--- config.mk ---
export PLATFORM = sky130hd
export DESIGN_NAME = pulse_interval_meter
export DESIGN_NICKNAME = d
export VERILOG_FILES = /design/src/rtl/pulse_interval_meter.sv
export SDC_FILE = /design/constraint.sdc
export NUM_CORES = 1
export LEC_CHECK = 0
export ABC_CLOCK_PERIOD_IN_PS = 5000
export CAP_MARGIN = 20
export CORE_ASPECT_RATIO = 1.2
export CORE_UTILIZATION = 55
export DETAILED_ROUTE_END_ITERATION = 10
export GPL_TIMING_DRIVEN = 0
export PLACE_DENSITY = 0.85
export SLEW_MARGIN = 20
export SYNTH_ARGS = -nofsm -noshare
export SYNTH_HDL_FRONTEND = slang
export SYNTH_SLANG_ARGS = --single-unit
--- constraint.sdc ---
create_clock -name clk -period 5 [get_ports clk]
set_input_delay 0.5 -clock clk [delete_from_list [all_inputs] [get_ports clk]]
set_output_delay 0.5 -clock clk [all_outputs]
set_load 0.05 [all_outputs]
--- src/rtl/pulse_interval_meter.sv ---
// Start/stop pulse interval meter: counts clk cycles between rising edges on
// start and stop, and presents the count under a valid/ready handshake.
module pulse_interval_meter #(
  parameter int unsigned CNT_W   = 32,
  parameter int unsigned TIMEOUT = 1000,
  parameter int unsigned MISS_W  = 8
) (
  input  logic              clk,
  input  logic              reset_n,
  input  logic              en,
  input  logic              start,
  input  logic              stop,
  output logic [CNT_W-1:0]  result,
  output logic              result_timeout,
  output logic              result_valid,
  input  logic              result_ready,
  output logic              busy,
  output logic [MISS_W-1:0] missed
);

  localparam logic [CNT_W-1:0] TIMEOUT_C = CNT_W'(TIMEOUT);

  typedef enum logic [1:0] {
    IDLE = 2'd0,
    RUN  = 2'd1,
    HOLD = 2'd2
  } state_e;

  function automatic logic [MISS_W-1:0] sat_inc(input logic [MISS_W-1:0] v);
    return (&v) ? v : v + MISS_W'(1);
  endfunction

  state_e              state_q, state_d;
  logic [CNT_W-1:0]    cnt_q, cnt_d;
  logic [CNT_W-1:0]    result_q, result_d;
  logic                timeout_q, timeout_d;
  logic                valid_q, valid_d;
  logic                busy_q, busy_d;
  logic [MISS_W-1:0]   missed_q, missed_d;
  logic                start_prev_q, stop_prev_q;
  logic                start_rise, stop_rise;

  assign start_rise = start & ~start_prev_q;
  assign stop_rise  = stop  & ~stop_prev_q;

  always_comb begin
    state_d   = state_q;
    cnt_d     = cnt_q;
    result_d  = result_q;
    timeout_d = timeout_q;
    valid_d   = valid_q;
    busy_d    = busy_q;
    missed_d  = missed_q;

    unique case (state_q)
      IDLE: begin
        if (en && start_rise && stop_rise) begin
          result_d  = '0;
          timeout_d = 1'b0;
          valid_d   = 1'b1;
          state_d   = HOLD;
        end else if (en && start_rise) begin
          cnt_d   = CNT_W'(1);
          busy_d  = 1'b1;
          state_d = RUN;
        end
      end

      RUN: begin
        if (!en) begin
          cnt_d   = '0;
          busy_d  = 1'b0;
          state_d = IDLE;
        end else if (stop_rise) begin
          // Stop is checked before timeout so a coincident stop reports a real interval.
          result_d  = cnt_q;
          timeout_d = 1'b0;
          valid_d   = 1'b1;
          busy_d    = 1'b0;
          cnt_d     = '0;
          state_d   = HOLD;
        end else if (cnt_q == TIMEOUT_C) begin
          result_d  = TIMEOUT_C;
          timeout_d = 1'b1;
          valid_d   = 1'b1;
          busy_d    = 1'b0;
          cnt_d     = '0;
          state_d   = HOLD;
        end else begin
          cnt_d = cnt_q + CNT_W'(1);
        end
      end

      HOLD: begin
        if (result_ready) begin
          if (en && start_rise && stop_rise) begin
            result_d  = '0;
            timeout_d = 1'b0;
          end else if (en && start_rise) begin
            cnt_d   = CNT_W'(1);
            valid_d = 1'b0;
            busy_d  = 1'b1;
            state_d = RUN;
          end else begin
            valid_d = 1'b0;
            state_d = IDLE;
          end
        end else if (start_rise) begin
          missed_d = sat_inc(missed_q);
        end
      end

      default: begin
        cnt_d   = '0;
        valid_d = 1'b0;
        busy_d  = 1'b0;
        state_d = IDLE;
      end
    endcase
  end

  always_ff @(posedge clk or negedge reset_n) begin
    if (!reset_n) begin
      state_q      <= IDLE;
      cnt_q        <= '0;
      result_q     <= '0;
      timeout_q    <= 1'b0;
      valid_q      <= 1'b0;
      busy_q       <= 1'b0;
      missed_q     <= '0;
      start_prev_q <= 1'b0;
      stop_prev_q  <= 1'b0;
    end else begin
      state_q      <= state_d;
      cnt_q        <= cnt_d;
      result_q     <= result_d;
      timeout_q    <= timeout_d;
      valid_q      <= valid_d;
      busy_q       <= busy_d;
      missed_q     <= missed_d;
      start_prev_q <= start;
      stop_prev_q  <= stop;
    end
  end

  assign result         = result_q;
  assign result_timeout = timeout_q;
  assign result_valid   = valid_q;
  assign busy           = busy_q;
  assign missed         = missed_q;

endmodule

=== Word level (Yosys, flattened, before mapping) ===
Cells that the tools add are included.

* Add/sub/neg operators: 2
* Equal/unequal tests: 10
* Muxes and demuxes: 41
* Bitwise operators: 6
* Reductions and logical operators: 10

{| class="wikitable"
|+ Operator list
! cell !! count
|-
| $mux W32 || 11
|-
| $pmux W32 S3 || 2
|-
| $add A32 B1 Y32 const B || 1
|-
| $eq A32 B10 Y1 const B || 1
|-
| $mux W1 || 17
|-
| $mux W2 || 7
|-
| $reduce_and A4 Y1 || 3
|-
| $pmux W1 S3 || 3
|-
| $add A8 B1 Y8 const B || 1
|-
| $ne A2 B2 Y1 const B || 4
|-
| $reduce_and A8 Y1 || 1
|-
| $ne A3 B3 Y1 const B || 2
|-
| $pmux W2 S3 || 1
|-
| $reduce_and A5 Y1 || 1
|-
| $ne A4 B4 Y1 const B || 1
|-
| $not A1 Y1 || 4
|-
| $reduce_bool A3 Y1 || 1
|-
| $and A1 B1 Y1 || 2
|-
| $eq A2 B1 Y1 const B || 1
|-
| $eq A2 B2 Y1 const B || 1
|-
| $logic_and A1 B1 Y1 || 2
|-
| $logic_not A2 Y1 || 1
|-
| $reduce_and A2 Y1 || 1
|}

* Register bits after elaboration: 79
* Input port bits: 6
* Output and inout bits: 43

=== Logic depth before layout (Yosys ltp) ===
Gate-level depths: netlist of the first run.

* Depth in word-level cells: 7
* Depth in mapped cells: 9
* Gate-level depth less buffers: 7

=== Worst setup path after synthesis of the first run ===
No wires, ideal clock.

* Path kind: flip-flop to flip-flop
* From: reg cnt_q[0]
* To: reg result_q[13] (netlist: result[13])
* Arrival: 1.829 ns
* Data required time: 4.878 ns
* Path slack: 3.049 ns
* Cell stages (with the launch flop): 9
* Buffers on the path: 1
* Clock period less this slack: 1.951 ns
* Cell sequence: dfrtp_1 inv_1 ha_1 nor4b_1 nand4_1 o21ai_2 nand2_2 buf_2 a32o_1

* Cells in the longest elaborated chain, start to end: 3

{| class="wikitable"
|+ Ends and longest elaborated chain
! item !! RTL line !! source
|-
| start, declared || 34 || <nowiki>logic [CNT_W-1:0] cnt_q, cnt_d;</nowiki>
|-
| start signal, assigned || 135 || <nowiki>cnt_q <= cnt_d;</nowiki>
|-
| $eq A32 B10 Y1 || 82 || <nowiki>end else if (cnt_q == TIMEOUT_C) begin</nowiki>
|-
| $ne A3 B3 Y1 (no line) || - ||
|-
| $reduce_and A4 Y1 (no line) || - ||
|-
| end signal, assigned || 136 || <nowiki>result_q <= result_d;</nowiki>
|-
| end, declared || 35 || <nowiki>logic [CNT_W-1:0] result_q, result_d;</nowiki>
|}

No other way between the ends.
A chain may end at the register's enable or synchronous reset.

=== Worst setup path in the final report of the first run ===
* From: reg cnt_q[0]
* To: reg cnt_q[26]

* Cells in the longest elaborated chain, start to end: 5
* Elaborated cells between the ends (all ways): 6
* Those cells by class: add/sub: 1; eq/ne: 1; mux: 4

{| class="wikitable"
|+ Ends and longest elaborated chain
! item !! RTL line !! source
|-
| $add A32 B1 Y32 / $eq A32 B10 Y1 (equally long branches) || 90, 82 ||
|-
| $mux W32 (*) || 82 ||
|-
| $mux W32 (*) || 74 || <nowiki>end else if (stop_rise) begin</nowiki>
|-
| $mux W32 (*) || 70 || <nowiki>if (!en) begin</nowiki>
|-
| $pmux W32 S3 (*) || 55 || <nowiki>unique case (state_q)</nowiki>
|}

Every way passes the cells marked *; elsewhere a longest branch is shown, timed or not.

==> results of run 1 <==
kinds of logic (layout without fill, tap and decap cells):
kind of cell / after synthesis / after routing / synth area share, %
buffers and inverters: 42 / 106 / 4.55
and+or+nand+nor: 131 / 131 / 19.4
xor gates and xnor gates: 7 / 7 / 1.56
AOI/OAI and AO/OA: 116 / 116 / 22.2
adders and majority gates: 3 / 3 / 0.954
DFF: 79 / 79 / 50.3
muxes: 4 / 4 / 1.02
cell usage after synthesis, drive strengths merged (4+ instances only):
| cell | number | area [µm²] |
|---|---|---|
| dfrtp | 79 | 1980 |
| nand2 | 28 | 108 |
| a31oi | 26 | 163 |
| a32o | 26 | 260 |
| nand3 | 20 | 100 |
| o21ai | 19 | 98.9 |
| nand4 | 18 | 128 |
| clkbuf | 16 | 60.1 |
| buf | 14 | 73.8 |
| nor2 | 14 | 55.1 |
| inv | 12 | 45.0 |
| or3 | 12 | 75.1 |
| nor4 | 10 | 98.8 |
| nor3 | 8 | 45.0 |
| o211ai | 7 | 52.6 |
| o22ai | 6 | 37.5 |
| a31o | 5 | 43.8 |
| xnor2 | 5 | 43.8 |
| mux2i | 4 | 40.0 |
| nor2b | 4 | 25.0 |
| o2111ai | 4 | 35.0 |
area by class of cell:
cell class                      instances  area, µm²
Fill cell                             486       2120
Clock buffer                           12        165
Clock inverter                          3       65.1
Inverter                               12       45.0
Sequential cell                        79       1980
Tap cell                               87        109
Multi-Input combinational cell        261       1780
Buffer                                 30        134
Timing Repair Buffer                   49        505
how the worst min path moves through the flow:
stage | start | slack, ps | end | cells after the start
final | reset_n | 70 | cnt_q[0] | 1
after global routing | reset_n | 100 | result[8] | 1
after CTS | reset_n | 90 | result[8] | 1
after detailed placement | reset_n | 460 | result[28] | 1
after global placement | state_q[1] | 440 | result_valid | 1
after floorplan | reset_n | 200 | busy | 0
sequential cells by signal (all words and copies together), names as in the netlist:
| register | count |
|---|---|
| missed | 8 |
| result_valid | 1 |
| cnt_q | 32 |
| state_q | 2 |
| result | 32 |
| busy | 1 |
| result_timeout | 1 |
| start_prev_q | 1 |
| stop_prev_q | 1 |
worst max-delay path, delay by kind of cell (launching register included):
kind | cells | cell delay (ps)
adder cells (fa/ha/maj) | 1 | 230
AND/OR/NAND/NOR | 2 | 310
buffers and inverters | 3 | 1030
AO/OA/AOI/OAI | 3 | 470
flip-flops | 1 | 590
report_power, final:
group | total, mW | switching (mW) | internal [mW]
Combinational | 0.270 | 0.182 | 0.0880
Clock | 0.552 | 0.233 | 0.319
Sequential | 0.699 | 0.0297 | 0.670
per-layer routing:
layer	part of all wire, %	GRT usage, %	vias to the layer above
met2	47	48.6	200
li1	-	-	1614
met3	7.5	6.28	36
met5	0	0	-
met1	42	40.5	1763
met4	3.7	15.9	0
==> impl_metrics.yaml, run 1 <==
sta:
  slew_viol_final: 0
  setup_viol: 0
  setup_tns_ps: 0
  slew-limit-headroom_pct: 53.4
  period_share_pct: 54.3
  whs_ps: 68.4
  period_minus_slack_ps: 2720
  hold_viol: 0
  max_freq_mhz: 368
  rsz0062_at_grt: "no"
  setup_slack_ps: 2280
  tightest_slew_ps: 694
  clock_skew_ps: 12.1
yosys:
  syn_nets: 391
  yosysWarnings: 0
  netlist_area_mm2: 0.00393
  synth_flop_cell: "dfrtp_1"
  postSynthAreaPerCell_um2: 10.3
  synth-edff-count: 0
  netlist_instances: 382
  synth.distinct_cells: 55
  yosysSeqAreaShare_pct: 50.3
  async_reset_ff_share_pct: 100
  synth-seq-cells: 79
global_route:
  grt_usage_pct: 30.9
  grt_pass1_vias: 3521
  gr-total-overflow: 0
  grt_pass1_wl_mm: 17.6
  antenna_found_initial: 0
  grt_max_degree: 52
detailed_routing:
  drc: 0
  drt-initial-drc-count: 456
  via_per_inst: 6.78
  vias: 3613
  ant_nets: 0
  first_pass_iters: 5
  wl_per_cell_um: 20.2
  routed_wl_mm: 10.8
pwr:
  p_per_area_mw_per_mm2: 318
  p_leak_nw: 2.00
  peakVddDrop_mv: 0.236
  total_power_mw: 1.52
cts:
  clock-sinks: 79
  cts_resized: 0
  clk_pin_slew_ps: 80
  numCtsBuffers: 9
  clockBufferDepth: 2
  hold_buffers: 0
  htreeDepth: 3
  cts_tree: "done"
  root_buffer: "clkbuf_8"
  clock_latency_ps: 360
  cts_setup_buffers: 0
setup_path:
  path_cells: "inv_1, ha_1, nor4b_1, nand4_1, o21a_1, clkbuf_1, clkbuf_1, o2111ai_1, o211ai_1"
  cp_data_arrival_time_ps: 2980
  end_kind: "flip-flop"
  crit-reg2reg-launch: "cnt_q[0]"
  crit_path_start_kind: "flip-flop"
  endpoint: "cnt_q[26]"
  crit_slowest_cell: "dfrtp_1"
  reg2regPathDepth: 9
  crit_type: "reg2reg"
  cp.required_ps: 5270
  reg2reg_to: "cnt_q[26]"
  cp_max_fo: 10
  slowest_delay_ps: 590
  path_common_cell: "clkbuf_1"
  r2r_slack_ps: 2280
  crit_path_start: "cnt_q[0]"
finish:
  final_common_cell: "dfrtp_1"
  final_cell_mix: "79 x dfrtp_1, 47 x clkdlybuf4s50_1, 27 x nand2_1"
  design_area_mm2: 0.00478
  stdcell_count: 533
  drive_gt1_share_pct: 10.5
  antenna_cells: 0
  final_util_pct: 69.3
  nNetsFinal: 451
  area_delta_synth_final_pct: 21.5
placed_design:
  gp_congestion: 0.912
  placed_cells: 518
  port_buffers: 48
  placed_cell_area_mm2: 0.00455
  dp_slack_ps: 2090
  hpwlAfterDp_mm: 7.32
floorplan:
  design.die.area_mm2: 0.00750
  initial_core_util_pct: 57.0
  die_y_um: 94.6
  fp.coreArea_mm2: 0.00690
  io_pins: 49
  rows: 33
  die_x_um: 79.2
run:
  cap_violations: 0
hold_path:
  hold_path_class: "in2async"
outcome:
  status: "finished clean"
Note: power is estimated with default switching activity, not from simulation.
==> run 2, diff against run 1 <==
--- a/config.mk
+++ b/config.mk
@@ -5,13 +5,13 @@
 export SDC_FILE = /design/constraint.sdc
 export NUM_CORES = 1
 export LEC_CHECK = 0
-export ABC_CLOCK_PERIOD_IN_PS = 5000
+export ABC_CLOCK_PERIOD_IN_PS = 2400
 export CAP_MARGIN = 20
 export CORE_ASPECT_RATIO = 1.2
-export CORE_UTILIZATION = 55
+export CORE_UTILIZATION = 50
 export DETAILED_ROUTE_END_ITERATION = 10
 export GPL_TIMING_DRIVEN = 0
-export PLACE_DENSITY = 0.85
+export PLACE_DENSITY = 0.82
 export SLEW_MARGIN = 20
 export SYNTH_ARGS = -nofsm -noshare
 export SYNTH_HDL_FRONTEND = slang
==> constraint.sdc (replaced) <==
create_clock -name clk -period 2.4 [get_ports clk]
set_input_delay 0.24 -clock clk [delete_from_list [all_inputs] [get_ports clk]]
set_output_delay 0.24 -clock clk [all_outputs]
set_load 0.05 [all_outputs]
==> run 2 against run 1 <==
The run now ends with DRC left. Global-route usage shrank 3.8 points. Non-clock buffer count rose by 1. Combinational power is 110% higher. Hold slack better by 300 ps. Critical path type unchanged. Critical endpoint is now cnt_q[25]. Largest power group unchanged.
==> impl_metrics.yaml, run 2 (same netlist as run 1, synthesis figures left out) <==
cts:
  numCtsBuffers: 9
  cts_tree: "done"
  clk_pin_slew_ps: 80
  clockBufferDepth: 2
  htreeDepth: 3
  clock-sinks: 79
  clock_latency_ps: 350
  root_buffer: "clkbuf_8"
global_route:
  grt_usage_pct: 27.1
  gr-total-overflow: 0
  antenna_found_initial: 0
  grt_pass1_wl_mm: 17.6
  grt_pass1_vias: 3406
  grt_max_degree: 44
floorplan:
  fp.coreArea_mm2: 0.00766
  die_y_um: 99.2
  design.die.area_mm2: 0.00823
  io_pins: 49
  rows: 35
  die_x_um: 83.0
  initial_core_util_pct: 51.3
placed_design:
  placed_cells: 523
  hpwlAfterDp_mm: 7.29
  dp_slack_ps: -232
  gp_congestion: 0.925
  port_buffers: 48
finish:
  drive_gt1_share_pct: 11.9
  antenna_cells: 0
  final_common_cell: "dfrtp_1"
  stdcell_count: 539
  area_delta_synth_final_pct: 21.8
  nNetsFinal: 452
  final_cell_mix: "78 x dfrtp_1, 47 x clkdlybuf4s50_1, 27 x nand2_1"
sta:
  slew-limit-headroom_pct: 57.4
  setup_slack_ps: 75.1
  period_share_pct: 96.9
  slew_viol_final: 0
  rsz0062_at_grt: "no"
  period_minus_slack_ps: 2320
  max_freq_mhz: 430
  clock_skew_ps: 7.39
  setup_tns_ps: 0
  hold_viol: 0
  setup_viol: 0
  tightest_slew_ps: 639
outcome:
  violations: "DRC"
  status: "complete, but fails checks"
detailed_routing:
  routed_wl_mm: 10.7
  met3_length_um: 862
  ant_nets: 0
  wl_met1_mm: 4.48
  dr_wl_met2_mm: 5.08
  first_pass_iters: 8
  drt-initial-drc-count: 507
  via_per_inst: 6.68
  wl_per_cell_um: 19.9
  vias: 3603
  top_layer: "met4"
  drc: 2
pwr:
  p_per_area_mw_per_mm2: 632
  peakVddDrop_mv: 0.534
  total_power_mw: 3.03
  p_leak_nw: 2.01
setup_path:
  critPathTopFamily: "compound AO/OA/AOI/OAI gates"
  path_buf_inv: 2
  cp.required_ps: 2600
  crit_path_start_kind: "flip-flop"
  slowest_delay_ps: 490
  crit_type: "reg2reg"
  cp_max_fo: 10
  cp_data_arrival_time_ps: 2520
  end_kind: "flip-flop"
  path_cells: "inv_1, ha_1, nor4b_1, nand4_1, o21a_2, buf_2, a41oi_1, a31oi_1"
  crit_slowest_cell: "dfrtp_2"
run:
  cap_violations: 0
hold_path:
  hold_path_class: "in2reg"
[run 2: metrics by stage]
step	area, µm²	util, %	hold WS, ps
final	4790	62.5	369
after global routing	4790	62.5	361
after CTS	4780	62.4	365
after detailed placement	4550	59.3	232
after floorplan	3930	-	-55.6
after global placement	4530	59.1	443
[run 2: metal layers]
layer	track usage, %	up-vias
met2	42.9	191
met5	0	-
met4	10.7	0
li1	-	1604
met1	37.6	1774
met3	4.40	34
[run 2: path summary, 6_finish.rpt]
path | end | from | depth (start not counted) | slack, ps
max | cnt_q[25] | cnt_q[0] | 8 | 80
min | start_prev_q | start | 1 | 370
max reg2reg | cnt_q[25] | cnt_q[0] | 8 | 80
min reg2reg | result_valid | state_q[1] | 1 | 450
max in group asynchronous | cnt_q[0] | reset_n | 3 | 1400
min in group asynchronous | result[4] | reset_n | 2 | 390
[run 2: final cells by class]
| cell class | count | area [µm²] |
|---|---|---|
| inverter | 12 | 45.0 |
| multi-input combinational | 261 | 1810 |
| clock inverter | 4 | 45.0 |
| buffer | 29 | 133 |
| sequential | 79 | 1980 |
| tap | 92 | 115 |
| clock buffer | 11 | 151 |
| timing repair buffer | 51 | 515 |
| fill | 632 | 2870 |
[run 2: what timing repair did]
item	CTS	global route
endpoints found under the hold margin	36	0
endpoints found under the setup margin	36	52
hold buffers	1	0
pin swaps	1	0
gates resized for setup	5	5
setup buffers	1	0
[run 2: power breakdown]
group	internal, mW	switching (mW)
Sequential	1.40	0.0625
Clock	0.527	0.479
Combinational	0.185	0.377
Total	2.11	0.918
[run 2: worst reg2reg max path, stage by stage (launching register included)]
cell and delay [ps]:
dfrtp_2 490, inv_1 90, ha_1 160, nor4b_1 240, nand4_1 250, o21a_2 370, buf_2 250, a41oi_1 250
a31oi_1 70
==> variant, RTL diff (config.mk and constraints of run 1) <==
Put one more register stage on the output `result_timeout`, cleared by the reset. The value now appears one clock later. The other outputs are not delayed to match.
--- a/src/rtl/pulse_interval_meter.sv
+++ b/src/rtl/pulse_interval_meter.sv
@@ -144,7 +144,13 @@
   end
 
   assign result         = result_q;
-  assign result_timeout = timeout_q;
+  always_ff @(posedge clk or negedge reset_n) begin
+    if (!reset_n) begin
+      result_timeout <= '0;
+    end else begin
+      result_timeout <= timeout_q;
+    end
+  end
   assign result_valid   = valid_q;
   assign busy           = busy_q;
   assign missed         = missed_q;
Behaviour: same outputs for any inputs over 4 cycles, from zero or initial values and one cycle with reset_n low; that may be too few to reach the edited logic, so the function may still have changed.
==> variant against run 1 <==
Worst setup slack better by 0.13 ns; clock skew is 0.0020 ns lower; synthesized area increased by 0.64%; cell count up 0.19%; power fell by 0.90%; utilization grew 0.20 points; wire length increased by 0.53%; largest cell class unchanged; clock power shrank 4.0%; via count rose by 0.55%; sequential cell count increased by 1; cell area increased by 0.29%.
==> variant: results (changes against run 1) <==
----------------------------------------------------
[Pwr]
  Leakage dissipation ... 2.00 nW (+0.16%)
  Worst VDD drop ... 0.207 mV (-12%)

[Clocking]
  Clock transition at the register clock pins on the worst setup and hold paths after CTS ... 0.08 ns (about the same)
  # hold bufs at CTS ... 0 (unchanged)
  Post-CTS sizing ... 0 (unchanged)
  TritonCTS buffer count ... 9 (unchanged)
  CTS H-Tree Depth ... 3 (unchanged)
  Post-CTS setup buffer count ... 0 (unchanged)
  Clock latency of the later-clocked register in the worst-skew pair ... 0.36 ns (about the same)
  Maximum number of buffers from clock root to sink ... 2 (unchanged)

[Placed design]
  RePlAce Congestion ... 0.965 (+5.8%)
  Port Buffer Count ... 48 (unchanged)
  Half-perimeter wire length after detailed placement ... 7400 um (+1.0%)

[Critical path]
  Start-to-end type of the worst setup path ... register to register
  Worst reg-to-reg setup slack ... 2.42 ns (+0.13 ns)
  Crit path launch ... cnt_q[0]
  Worst r2r path cells ... 6 (-3)
  Cell at the slowest stage of the critical path ... nor4_2
  Maximum fanout count along the critical path ... 9 (-1)
  Critical register-to-register path endpoint ... cnt_q[26]
  Cell family contributing the most delay on the critical path ... simple AND/OR/NAND/NOR gates
  Arrival time at the worst endpoint ... 2.85 ns (-0.13 ns)
  Biggest cell delay along the critical path ... 0.61 ns (+0.02 ns)

[Drt]
  Drt via density ... 6.80 (+0.37%)
  Number of design-rule violations left by the first detailed-router iteration ... 386 (-15%)
  WL per Instance ... 20.3 um (+0.34%)
  Length of the first detailed-routing pass in iterations ... 5 (unchanged)

[Timing]
  Post-route clock skew ... 0.0100 ns (-0.00205 ns)
  Worst-Margin Slew ... 0.663 ns (-0.0303 ns)

[GRT]
  Number of global-route vias before repair ... 3390 (-3.7%)
  Global-route usage over all layers ... 30.2% (-0.69 points)
  Maximum number of pins on one net before global-route repair ... 57 (+9.6%)
  Wire length of the first global-routing pass ... 17200 um (-2.3%)
  Initial antenna violation count ... 0 (unchanged)

[Synth]
  Net count after synthesis ... 392 (+0.26%)
  Leading cell types by count after synthesis ... 80 x dfrtp_1, 27 x nand2_1, 26 x a31oi_1, 26 x a32o_1, 20 x nand3_1
  Asr flop ratio synth ... 100% (unchanged)
  Count of unique library cells instantiated by Yosys ... 55 (unchanged)
  Fraction of the yosys area taken by sequential cells ... 50.6% (+0.31 points)
  Synth top area cells ... dfrtp_1 51%, a32o_1 6.6%, a31oi_1 4.1%
  Yosys Warn Count ... 0 (unchanged)

[Final layout]
  Number of inserted diodes ... 0 (unchanged)
  Nets ... 452 (+0.22%)
  Layout cells sized above 1 ... 10.5% (-0.024 points)

[Floorplanning]
  Core area ... 6900 um^2 (unchanged)

[Status]
  Run status ... complete, no violations

[Min path]
  Type of the worst min-delay path ... input pin to async pin

[Run]
  Max capacitance violation total ... 0 (unchanged)

----------------------------------------------------
==> variant: power by group <==
part           internal (W)  leakage [nW]  total [W]  switching, W
Clock              0.000292         0.108   0.000530      0.000238
Combinational     0.0000874         0.793   0.000267      0.000179
Sequential         0.000680          1.10   0.000711     0.0000310
Total               0.00106          2.00    0.00151      0.000449
==> variant: cell families (layout without fill, tap and decap cells) <==
kind of cell / after synthesis / count (layout) / synth area share, %
fa+ha+maj: 3 / 3 / 0.948
buf+inv: 42 / 106 / 4.52
xor+xnor: 7 / 7 / 1.55
simple gates: 131 / 131 / 19.3
flops: 80 / 80 / 50.6
mux: 4 / 4 / 1.01
compound gates: 116 / 116 / 22.1
==> variant: worst min-delay path by stage <==
stage	slack, ns	startpoint	end	cells past startpoint
finish	0.03	reset_n	cnt_q[9]	1
CTS	0.04	reset_n	cnt_q[9]	1
floorplan	0.20	reset_n	busy	0
global route	0.05	reset_n	cnt_q[7]	1
detailed placement	0.39	timeout_q	result_timeout	0
global placement	0.38	timeout_q	result_timeout	0
==> variant: per-layer routing <==
| metal | GRT usage (%) | wire length [um] | part of all wire, % |
|---|---|---|---|
| met2 | 47.2 | 5160 | 48 |
| met4 | 15.0 | 252 | 2.3 |
| met3 | 5.99 | 769 | 7.1 |
| met1 | 40.1 | 4640 | 43 |
| met5 | 0 | 0 | 0 |
==> variant: per-stage QoR <==
stage                     cells  worst slack, ns  cell area [um^2]
after floorplan             383             3.05              3960
after global placement      518            0.636              4550
after detailed placement    519             2.14              4570
after CTS                   534             2.47              4790
after global routing        534             2.28              4790
final                       534             2.42              4790
==> variant: layout make-up <==
cell class,instances,area [um^2]
buffer,30,134
multi-input combinational,261,1780
timing repair buffer,49,505
fill,526,2100
tap,87,109
sequential,80,2000
clock buffer,10,138
clock inverter,5,81.3
inverter,12,45.0
